$ cat src/rtl/mdr_result_buffer.sv
// Result buffer behind the MDR output mux: captures each operation-done edge into a FWFT FIFO.
// Define MDR_RESULT_BUF_DROPCNT_EN to build the saturating lost-capture counter behind o_drop_cnt.
package mdr_result_buffer_pkg;
    typedef logic [15:0] data_t;

    typedef enum logic [1:0] {
        NON  = 2'd0,
        MULT = 2'd1,
        DIV  = 2'd2,
        ROOT = 2'd3
    } op_select_t;

    typedef struct packed {
        op_select_t op;
        data_t      result;
        data_t      remainder;
    } entry_t;
endpackage

module mdr_result_buffer
    import mdr_result_buffer_pkg::*;
#(
    parameter int DEPTH = 4,
    parameter int CNT_W = 8
) (
    input  logic                       i_clk,
    input  logic                       i_rst,
    input  data_t                      i_result,
    input  data_t                      i_remainder,
    input  logic                       i_ready,
    input  op_select_t                 i_selector,
    input  logic                       i_out_ready,
    output logic                       o_valid,
    output op_select_t                 o_op,
    output data_t                      o_result,
    output data_t                      o_remainder,
    output logic [$clog2(DEPTH):0]     o_count,
    output logic                       o_full,
    output logic                       o_drop,
    output logic [CNT_W-1:0]           o_drop_cnt
);
    localparam int PTR_W   = $clog2(DEPTH);
    localparam int COUNT_W = PTR_W + 1;

    entry_t             storage [DEPTH];
    logic [PTR_W-1:0]   wr_ptr;
    logic [PTR_W-1:0]   rd_ptr;
    logic [COUNT_W-1:0] count;
    logic               ready_q;
    logic               drop_q;

    logic   capture;
    logic   pop;
    logic   push;
    logic   drop_now;
    logic   full;
    entry_t head;

    // NOTE: every signal written here gets a default first, so no path leaves it unassigned and no latch is inferred.
    always_comb begin
        capture  = 1'b0;
        pop      = 1'b0;
        push     = 1'b0;
        drop_now = 1'b0;
        full     = (count == COUNT_W'(DEPTH));
        head     = '{op: NON, result: '0, remainder: '0};

        capture = i_ready && !ready_q && (i_selector != NON);
        pop     = (count != '0) && i_out_ready;
        // A pop at full frees the slot the same cycle, so the capture is kept.
        push     = capture && (!full || pop);
        drop_now = capture && full && !pop;

        if (count != '0) begin
            head = storage[rd_ptr];
        end
    end

    // NOTE: sequential state uses non-blocking assignments so every register samples pre-edge values.
    always_ff @(posedge i_clk) begin
        if (i_rst) begin
            wr_ptr  <= '0;
            rd_ptr  <= '0;
            count   <= '0;
            ready_q <= 1'b0;
            drop_q  <= 1'b0;
        end else begin
            ready_q <= i_ready;
            drop_q  <= drop_now;
            if (push) begin
                wr_ptr <= wr_ptr + 1'b1;
            end
            if (pop) begin
                rd_ptr <= rd_ptr + 1'b1;
            end
            if (push && !pop) begin
                count <= count + 1'b1;
            end else if (pop && !push) begin
                count <= count - 1'b1;
            end
        end
    end

    // NOTE: storage is deliberately left out of reset; entries are only observable through count.
    always_ff @(posedge i_clk) begin
        if (push) begin
            storage[wr_ptr] <= '{op: i_selector, result: i_result, remainder: i_remainder};
        end
    end

`ifdef MDR_RESULT_BUF_DROPCNT_EN
    logic [CNT_W-1:0] drop_cnt_q;

    always_ff @(posedge i_clk) begin
        if (i_rst) begin
            drop_cnt_q <= '0;
        end else if (drop_now && (drop_cnt_q != {CNT_W{1'b1}})) begin
            drop_cnt_q <= drop_cnt_q + 1'b1;
        end
    end

    assign o_drop_cnt = drop_cnt_q;
`else
    assign o_drop_cnt = '0;
`endif

    assign o_valid     = (count != '0);
    assign o_op        = head.op;
    assign o_result    = head.result;
    assign o_remainder = head.remainder;
    assign o_count     = count;
    assign o_full      = full;
    assign o_drop      = drop_q;
endmodule

$ cat config.mk
export PLATFORM = sky130hd
export DESIGN_NAME = mdr_result_buffer
export DESIGN_NICKNAME = d
export VERILOG_FILES = /design/src/rtl/mdr_result_buffer.sv
export SDC_FILE = /design/constraint.sdc
export NUM_CORES = 1
export LEC_CHECK = 0
export CORE_MARGIN = 2
export CORE_UTILIZATION = 50
export DETAILED_ROUTE_END_ITERATION = 12
export PLACE_DENSITY = 0.74
export SLEW_MARGIN = 20
export SYNTH_ARGS = -nofsm -noshare
export SYNTH_HDL_FRONTEND = slang
export SYNTH_SLANG_ARGS = --single-unit
$ cat constraint.sdc
create_clock -name i_clk -period 6.4 [get_ports i_clk]
set_input_delay 0.64 -clock i_clk [delete_from_list [all_inputs] [get_ports i_clk]]
set_output_delay 0.64 -clock i_clk [all_outputs]
set_load 0.02 [all_outputs]
==> results.tsv, run 1 <==
metric	value	unit
TritonRoute pass-1 iters	4	
Worst-Margin Slew	0.9621	ns
largest net degree at the start of global routing	38	
first-pass GRT wire length	15220	um
met1 wire length	4186	um
Root Driver	clkbuf_16	
most common cell in the netlist	edfxtp_1	
Sw Ratio	30.91	%
die area	0.01260	sq mm
Die Width	112.2	um
Final min period	3.483	ns
Slew Viols, Final	0	
Syn Inst Count	280	
slowest stage cell, crit path	dfxtp_2	
VDD IR max	309.2	uV
vias in the first global route	2856	
number of routed nets with antenna violations	0	
met3 WL	502	um
grt total ovfl	0	
Synth top area share	69.71	%
FF-to-FF End	o_count[2]$_SDFFE_PP0P_	
RR Startpoint	o_count[0]$_SDFFE_PP0P_	
ranking of synthesized cells by area	edfxtp_1 (70%), mux4_2 (12%), dfxtp_1 (3.8%), nor2b_1 (3.1%), mux4_1 (1.8%)	
Hold Path Class	register to register	
post-synthesis async set-or-reset flop share	0	%
site row count	39	
# resized after CTS	0	
die height	112.2	um
Reg2Reg Depth	8	
hold depth	2	
layout cells sized above 1	20.90	%
max_slew headroom	35.86	%
routed vias/inst	5.287	
CTS tree	done	
Detail Placement HPWL	5541	um
sequential area share after synthesis	73.47	%
number of clock sinks	147	
Syn Std Cell Area	0.005858	sq mm
final wirelength	9715	um
Flop pwr share	37.4	%
RSZ-0062 raised after global routing	false	
clock share of power	29.6	%
Worst Skew	0.008628	ns
crit-path cells	buf_4 -> mux4_1 -> nor2b_1 -> clkdlybuf4s50_1	
PwrDens	433.5	mW/mm^2
Core ar.	0.01142	sq mm
#FFs+latches synth	147	
Final WS setup	2.917	ns
final net count	409	
crit path DAT	2.84	ns
max-cap viol count	0	
total track usage	16.08	%
# setup viols final	0	
top_reg_cell synth	edfxtp_1	
Synth top cells by count	edfxtp_1 (136), mux4_2 (30), nor2b_1 (29), dfxtp_1 (11), buf_4 (8)	
WL/cell	18.61	um
WL met2	4947	um
total power	0.003151	W
Initial Util	51.30	%
CTS Buffer Depth	2	
synth warn	0	
worst slack at placement	3.261	ns
number of flops mapped to enable cells by yosys	136	
# DRC	0	
synth unique cells	32	
CP startpoint kind	register	
synthesis-to-layout area growth	24.05	%
I/O Buffers	77	
Ports	86	
Cell Int Power	0.002177	W
Post-CTS Hold Buffers	0	
reg2reg setup slack	3.99	ns
H-tree Lvls	4	
area leader, netlist	edfxtp_1	
Critical Path Fanout Max	21	
clk_lat worst skew	0.40	ns
Crit Path Class	register to output pin	
WP data required	5.76	ns
Sw Pwr	0.0009738	W
final setup TNS	0	ns
status	complete, no violations	
Max Fclk	287.1	MHz
via count	2760	
Logic pwr share	33.0	%
Final GP Congestion	0.6869	
Crit path largest cell delay	0.63	ns
CTS buffer count	17	
Clk pin slew, worst setup/hold paths	0.06	ns
Max Used Layer	met4	
syn_area_per_cell	20.92	sq um
initial antenna violation count	1	
post-route clock period utilization	54.42	%
LEAKAGE	2.364	nW
DR iter-0 viols	116	
final hold violations	0	
postcts setup bufs	0	
CP endpoint kind	output pin	
hold path startpoint	rd_ptr[1]$_SDFFE_PP0N_	
[critical path: cells and delay by family, from the launching register on]
kind / cells / cell delay, ns
mux: 1 / 0.61
buf+inv: 2 / 1.04
simple gates: 1 / 0.15
flops: 1 / 0.63
[final cells by class]
type / count / area, sq um
Antenna cell: 1 / 2.502
Clock buffer: 17 / 425.4
Clock inverter: 15 / 146.4
Fill cell: 804 / 4151
Inverter: 4 / 15.01
Multi-Input combinational cell: 116 / 1406
Sequential cell: 147 / 4307
Tap cell: 143 / 178.9
Timing Repair Buffer: 79 / 785.8
[state kept, by name (all words and copies together) (netlist names), named ones only]
signal / cells
ready_q: 1
wr_ptr: 2
rd_ptr: 2
storage: 136
o_drop: 1
o_count: 3
[layout by cell type, fill, tap and decap left out, drive strengths merged]
master         synthesis  final
a21oi                  2      2
and2                   4      4
buf                   18      2
bufinv                 0      1
clkbuf                 2     17
clkdlybuf4s50          0     77
clkinv                 0      4
clkinvlp               0      4
conb                   1      8
dfxtp                 11     11
diode                  0      1
edfxtp               136    136
fa                     1      1
ha                     5      5
inv                    4     10
mux2                   1      1
mux2i                  2      2
mux4                  34     34
nand2                  1      1
nand2b                 3      3
nor2                   7      7
nor2b                 35     35
nor3                   2      2
nor3b                  1      1
nor4b                  2      2
o21ai                  2      2
o31ai                  1      1
or3                    2      2
xor2                   3      3
[logic make-up after synthesis]
| logic type | synth area share [%] |
|---|---|
| other | 0.06401 |
| and+or+nand+nor | 7.112 |
| buffers and inverters | 3.161 |
| DFF | 73.47 |
| xor gates and xnor gates | 0.4486 |
| adders and majority gates | 1.410 |
| AOI/OAI and AO/OA | 0.4699 |
| muxes | 13.86 |
[power groups by stage]
stage	clock (W)	combinational, W	sequential [W]
after floorplan	0	0.000691	0.00117
after global placement	0	0.00104	0.00120
after detailed placement	0	0.00105	0.00120
after CTS	0.000952	0.00105	0.00118
after global routing	0.000986	0.00111	0.00119
final	0.000933	0.00104	0.00118
[per-layer routing]
layer	GRT usage (%)	up-vias
li1	-	1268
met1	20.55	1410
met2	26.67	76
met3	5.130	6
met4	4.878	0
met5	0	-
[how the worst max path moves through the flow]
| stage | cells past startpoint | from | slack [ns] | endpoint |
|---|---|---|---|---|
| 2_1_floorplan | 3 | o_count[0]$_SDFFE_PP0P_ | 4.12 | storage[0][0]$_DFFE_PP_ |
| 3_3_place_gp | 4 | register | 3.28 | o_result[13] |
| 3_5_place_dp | 4 | register | 3.26 | o_result[3] |
| 4_1_cts | 4 | register | 2.83 | o_result[3] |
| 5_1_grt | 4 | register | 2.74 | o_result[3] |
| 6_report | 4 | register | 2.92 | o_result[3] |
[through the flow]
stage	cell area (sq um)	hold slack (ns)	instances	util, %
CTS	7264	0.5250	521	63.62
finish	7267	0.5156	522	63.64
detailed placement	6693	0.4955	489	58.61
global route	7264	0.5309	521	63.62
global placement	6693	0.4639	489	58.61
floorplan	5884	0.4591	287	-
(Power assumes the default switching activity.)
==> inputs of run 2 (changes only) <==
==> constraint.sdc (replaced) <==
create_clock -name i_clk -period 3.55 [get_ports i_clk]
set_input_delay 0.355 -clock i_clk [delete_from_list [all_inputs] [get_ports i_clk]]
set_output_delay 0.355 -clock i_clk [all_outputs]
set_load 0.02 [all_outputs]
==> run 2 against run 1 <==
Sequential share of layout area fell by 0.88 points. Worst hold slack worse by 0.026 ns. Cell count up 0.57%. Die area unchanged. Critical path depth is the same. Clock power rose by 100%. Non-clock buffer count increased by 5. First-iteration DRC count increased by 82%.
==> results.tsv, run 2 (same netlist as run 1, synthesis figures left out) <==
metric	value	unit	change
status	complete, no violations		
LEAKAGE	2.432	nW	+2.8%
Worst Skew	0.009277	ns	+0.0006484 ns
Slew Viols, Final	0		unchanged
number of clock sinks	147		unchanged
DR iter-0 viols	211		+82%
Flop pwr share	35.9	%	-1.5 points
die area	0.01260	sq mm	unchanged
Ports	86		unchanged
Final GP Congestion	0.6546		-4.7%
routed vias/inst	5.364		+1.4%
die height	112.2	um	unchanged
Post-CTS Hold Buffers	0		unchanged
initial antenna violation count	0		-1
number of routed nets with antenna violations	0		unchanged
Initial Util	51.30	%	unchanged
first-pass GRT wire length	16070	um	+5.6%
# resized after CTS	0		unchanged
crit path DAT	2.55	ns	-0.29 ns
via count	2816		+2.0%
Placed Cells	494		+1.0%
RSZ-0062 raised after global routing	false		
max-cap viol count	0		unchanged
Die Width	112.2	um	unchanged
Final min period	2.908	ns	
WL/cell	19.37	um	+4.1%
VDD IR max	952.2	uV	+210%
max_slew headroom	38.51	%	+2.6 points
clk_lat worst skew	0.40	ns	about the same
max reg flops	136		unchanged
Critical Path Fanout Max	26		+24%
postcts setup bufs	0		unchanged
Finished Layout Cells	525		+0.57%
ANT cells	0		-1
Worst-Margin Slew	0.9224	ns	-0.03969 ns
Cell Int Power	0.004205	W	+93%
clock share of power	31.6	%	+2.0 points
commonest non-fill, non-tap cells in the layout	edfxtp_1 (136), clkdlybuf4s50_1 (77), mux4_2 (30), nor2b_1 (29), clkbuf_16 (17)		
CTS tree	done		
CP startpoint kind	register		
final net count	414		+1.2%
CTS buffer count	17		unchanged
CP endpoint kind	output pin		
grt total ovfl	0		unchanged
Layout Utilization	64.61	%	+0.96 points
largest net degree at the start of global routing	38		unchanged
final hold violations	0		unchanged
H-tree Lvls	4		unchanged
site row count	39		unchanged
# setup viols final	0		unchanged
I/O Buffers	77		unchanged
Clk pin slew, worst setup/hold paths	0.06	ns	about the same
final setup TNS	0	ns	unchanged
vias in the first global route	2985		+4.5%
Core ar.	0.01142	sq mm	unchanged
Hold Path Class	register to register		
post-route clock period utilization	81.92	%	
Sw Ratio	28.76	%	-2.2 points
Detail Placement HPWL	6098	um	+10%
Sw Pwr	0.001697	W	+74%
synthesis-to-layout area growth	25.93	%	
TritonRoute pass-1 iters	4		unchanged
layout cells sized above 1	20.42	%	-0.48 points
final wirelength	10170	um	+4.7%
CTS Buffer Depth	2		unchanged
Logic pwr share	32.5	%	-0.5 points
# DRC	0		unchanged
total track usage	17.33	%	+1.3 points
Root Driver	clkbuf_16		
Biggest register	storage		
fillcell total	801		-0.37%
Max Fclk	343.8	MHz	
Crit Path Class	register to output pin		
WP data required	3.19	ns	-2.57 ns
PwrDens	800.1	mW/mm^2	+85%
commonest non-fill, non-tap cell in the layout	edfxtp_1		
[run 2: critical path, stage by stage (launching register included)]
cell             delay [ns]
dfxtp_2                0.54
buf_12                 0.29
mux4_1                 0.60
nor2b_1                0.15
clkdlybuf4s50_1        0.56
[run 2: final timing paths]
check	startpoint	end	slack (ns)	cells past startpoint
worst max-delay path	register	o_result[13]	0.64	4
worst min-delay path	rd_ptr[1]$_SDFFE_PP0N_	register	0.49	2
worst max register to register	o_count[0]$_SDFFE_PP0P_	o_count[2]$_SDFFE_PP0P_	1.16	8
worst min register to register	rd_ptr[1]$_SDFFE_PP0N_	register	0.49	2
[run 2: per-layer routing]
metal	share of wire (%)	vias to the layer above	GRT usage (%)	wire length, um
met5	0	-	0	0
met4	0.75	0	5.610	76
met3	4.2	7	5.670	426
met2	52	75	28.84	5305
met1	43	1465	21.83	4363
li1	-	1269	-	-
[run 2: stage by stage]
step	setup WS, ns	total power (W)	hold slack [ns]	instance area, sq um
after global routing	0.4907	0.006162	0.5268	7377
after detailed placement	0.8408	0.004101	0.4819	6755
after floorplan	1.269	0.003348	0.4539	5884
final	0.6417	0.005903	0.4897	7377
after global placement	0.9506	0.004076	0.4606	6755
after CTS	0.5735	0.005979	0.4924	7377
[run 2: layout make-up]
| type | count | area [sq um] | share of cell area [%] |
|---|---|---|---|
| sequential | 147 | 4307 | 58.38 |
| multi-input combinational | 116 | 1406 | 19.06 |
| timing repair buffer | 84 | 848.3 | 11.50 |
| clock buffer | 20 | 436.7 | 5.919 |
| clock inverter | 11 | 185.2 | 2.510 |
| tap | 143 | 178.9 | 2.425 |
| inverter | 4 | 15.01 | 0.2035 |
[run 2: power by group through the flow]
stage	Sequential, W	Combinational (W)	Clock, W
final	0.00212	0.00192	0.00187
after detailed placement	0.00216	0.00195	0
after floorplan	0.00210	0.00125	0
after global placement	0.00215	0.00193	0
after CTS	0.00212	0.00196	0.00190
after global routing	0.00214	0.00204	0.00198
==> inputs of run 3 (changes only) <==
==> constraint.sdc (replaced) <==
create_clock -name i_clk -period 2.9 [get_ports i_clk]
set_input_delay 0.29 -clock i_clk [delete_from_list [all_inputs] [get_ports i_clk]]
set_output_delay 0.29 -clock i_clk [all_outputs]
set_load 0.02 [all_outputs]
==> run 3 against run 2 <==
Clock power grew 15%. Flip-flop and latch count unchanged. Total power increased by 21%. Final area rose by 0.31%.
==> results.tsv, run 3 (same netlist as run 1, synthesis figures left out) <==
metric	value	unit	change
initial antenna violation count	0		unchanged
TritonRoute pass-1 iters	4		unchanged
RSZ-0062 raised after global routing	false		
fillcell total	800		-0.12%
layout cells sized above 1	21.56	%	+1.1 points
# DRC	0		unchanged
max_slew headroom	62.73	%	+24 points
number of routed nets with antenna violations	0		unchanged
first-pass GRT wire length	15880	um	-1.2%
VDD IR max	783.5	uV	-18%
Final WS setup	0.2462	ns	-0.3955 ns
dpl cell area	0.006808	sq mm	+0.78%
crit-path cells	buf_12 -> mux4_1 -> nor2b_1 -> clkdlybuf4s50_1		
final instance area	0.007400	sq mm	+0.31%
worst hold slack	0.4745	ns	-0.01520 ns
largest net degree at the start of global routing	38		unchanged
synthesis-to-layout area growth	26.31	%	
slowest stage cell, crit path	dfxtp_2		
final net count	416		+0.48%
Max Fclk	376.8	MHz	
final wirelength	10090	um	-0.76%
WP data required	2.61	ns	-0.58 ns
PwrDens	964.5	mW/mm^2	+21%
Final GP Congestion	0.7031		+7.4%
I/O Buffers	77		unchanged
total track usage	17.14	%	-0.19 points
status	complete, no violations		
max reg flops	136		unchanged
Ports	86		unchanged
Hold Path Class	primary input to register		
Crit Path Class	register to output pin		
Critical Path Fanout Max	18		-31%
Root Driver	clkbuf_16		
number of clock sinks	147		unchanged
via count	2765		-1.8%
postcts setup bufs	0		unchanged
die height	112.2	um	unchanged
routed vias/inst	5.237		-2.4%
commonest non-fill, non-tap cell in the layout	edfxtp_1		
CP startpoint kind	register		
critical path buffer and inverter count	2		unchanged
total power	0.007137	W	+21%
H-tree Lvls	4		unchanged
Crit path largest cell delay	0.68	ns	+0.08 ns
vias in the first global route	3044		+2.0%
crit path DAT	2.36	ns	-0.19 ns
Slew Viols, Final	0		unchanged
CTS buffer count	17		unchanged
clk_lat worst skew	0.41	ns	about the same
final setup TNS	0	ns	unchanged
CTS Buffer Depth	2		unchanged
DR iter-0 viols	87		-59%
Die Width	112.2	um	unchanged
Post-CTS Hold Buffers	0		unchanged
CTS tree	done		
commonest non-fill, non-tap cells in the layout	edfxtp_1 (136), clkdlybuf4s50_1 (77), mux4_2 (30), nor2b_1 (29), clkbuf_16 (17)		
die area	0.01260	sq mm	unchanged
Biggest register	storage		
# setup viols final	0		unchanged
max-cap viol count	0		unchanged
Worst Skew	0.004819	ns	-0.004457 ns
worst slack at placement	0.2404	ns	-0.6004 ns
Clk pin slew, worst setup/hold paths	0.06	ns	about the same
WL/cell	19.12	um	-1.3%
grt total ovfl	0		unchanged
ANT cells	0		unchanged
LEAKAGE	2.422	nW	-0.38%
Core ar.	0.01142	sq mm	unchanged
final hold violations	0		unchanged
Worst-Margin Slew	0.5590	ns	-0.3634 ns
Initial Util	51.30	%	unchanged
# resized after CTS	0		unchanged
Final min period	2.654	ns	
post-route clock period utilization	91.51	%	
site row count	39		unchanged
CP endpoint kind	output pin		
Detail Placement HPWL	6086	um	-0.19%
Crit path max-delay family	buffers and inverters		
-- run 3: cell type report --
class | instances | area [sq um] | area share [%]
Clock buffer | 19 | 432.9 | 5.851
Tap cell | 143 | 178.9 | 2.418
Sequential cell | 147 | 4307 | 58.20
Clock inverter | 13 | 158.9 | 2.147
Multi-Input combinational cell | 116 | 1406 | 19.01
Timing Repair Buffer | 86 | 900.9 | 12.17
Inverter | 4 | 15.01 | 0.2029
-- run 3: power by group --
part           switching (W)  internal [W]  total [W]
Combinational        0.00121       0.00122    0.00243
Sequential          0.000104       0.00244    0.00255
Clock               0.000804       0.00135    0.00215
-- run 3: path summary, 6_finish.rpt --
| check | slack, ns | to | cells after the start | startpoint |
|---|---|---|---|---|
| min | 0.47 | ready_q$_SDFF_PP0_ | 2 | i_ready |
| max reg2reg | 0.47 | o_count[2]$_SDFFE_PP0P_ | 8 | o_count[0]$_SDFFE_PP0P_ |
| min reg2reg | 0.52 | register | 2 | rd_ptr[1]$_SDFFE_PP0N_ |
| max | 0.25 | o_result[13] | 4 | register |
-- run 3: worst register-to-register path, cell delays in order (launching register included) --
cell and delay (ns):
dfxtp_1 0.58, nor4b_4 0.11, nor3_4 0.36, ha_1 0.25
inv_1 0.06, fa_1 0.38, xor2_1 0.16, or3_1 0.31
a21oi_1 0.14
-- run 3: routing by layer --
layer	vias to the layer above	share of wire (%)	GRT usage (%)
met5	-	0	0
met4	0	1.2	6.992
met3	11	5.1	5.346
met2	74	53	29.16
met1	1399	41	20.48
li1	1281	-	-
-- run 3: through the flow --
step                util [%]  std cells
finish                 64.80        528
CTS                    64.80        528
global route           64.80        528
floorplan                  -        287
global placement       59.62        496
detailed placement     59.62        496
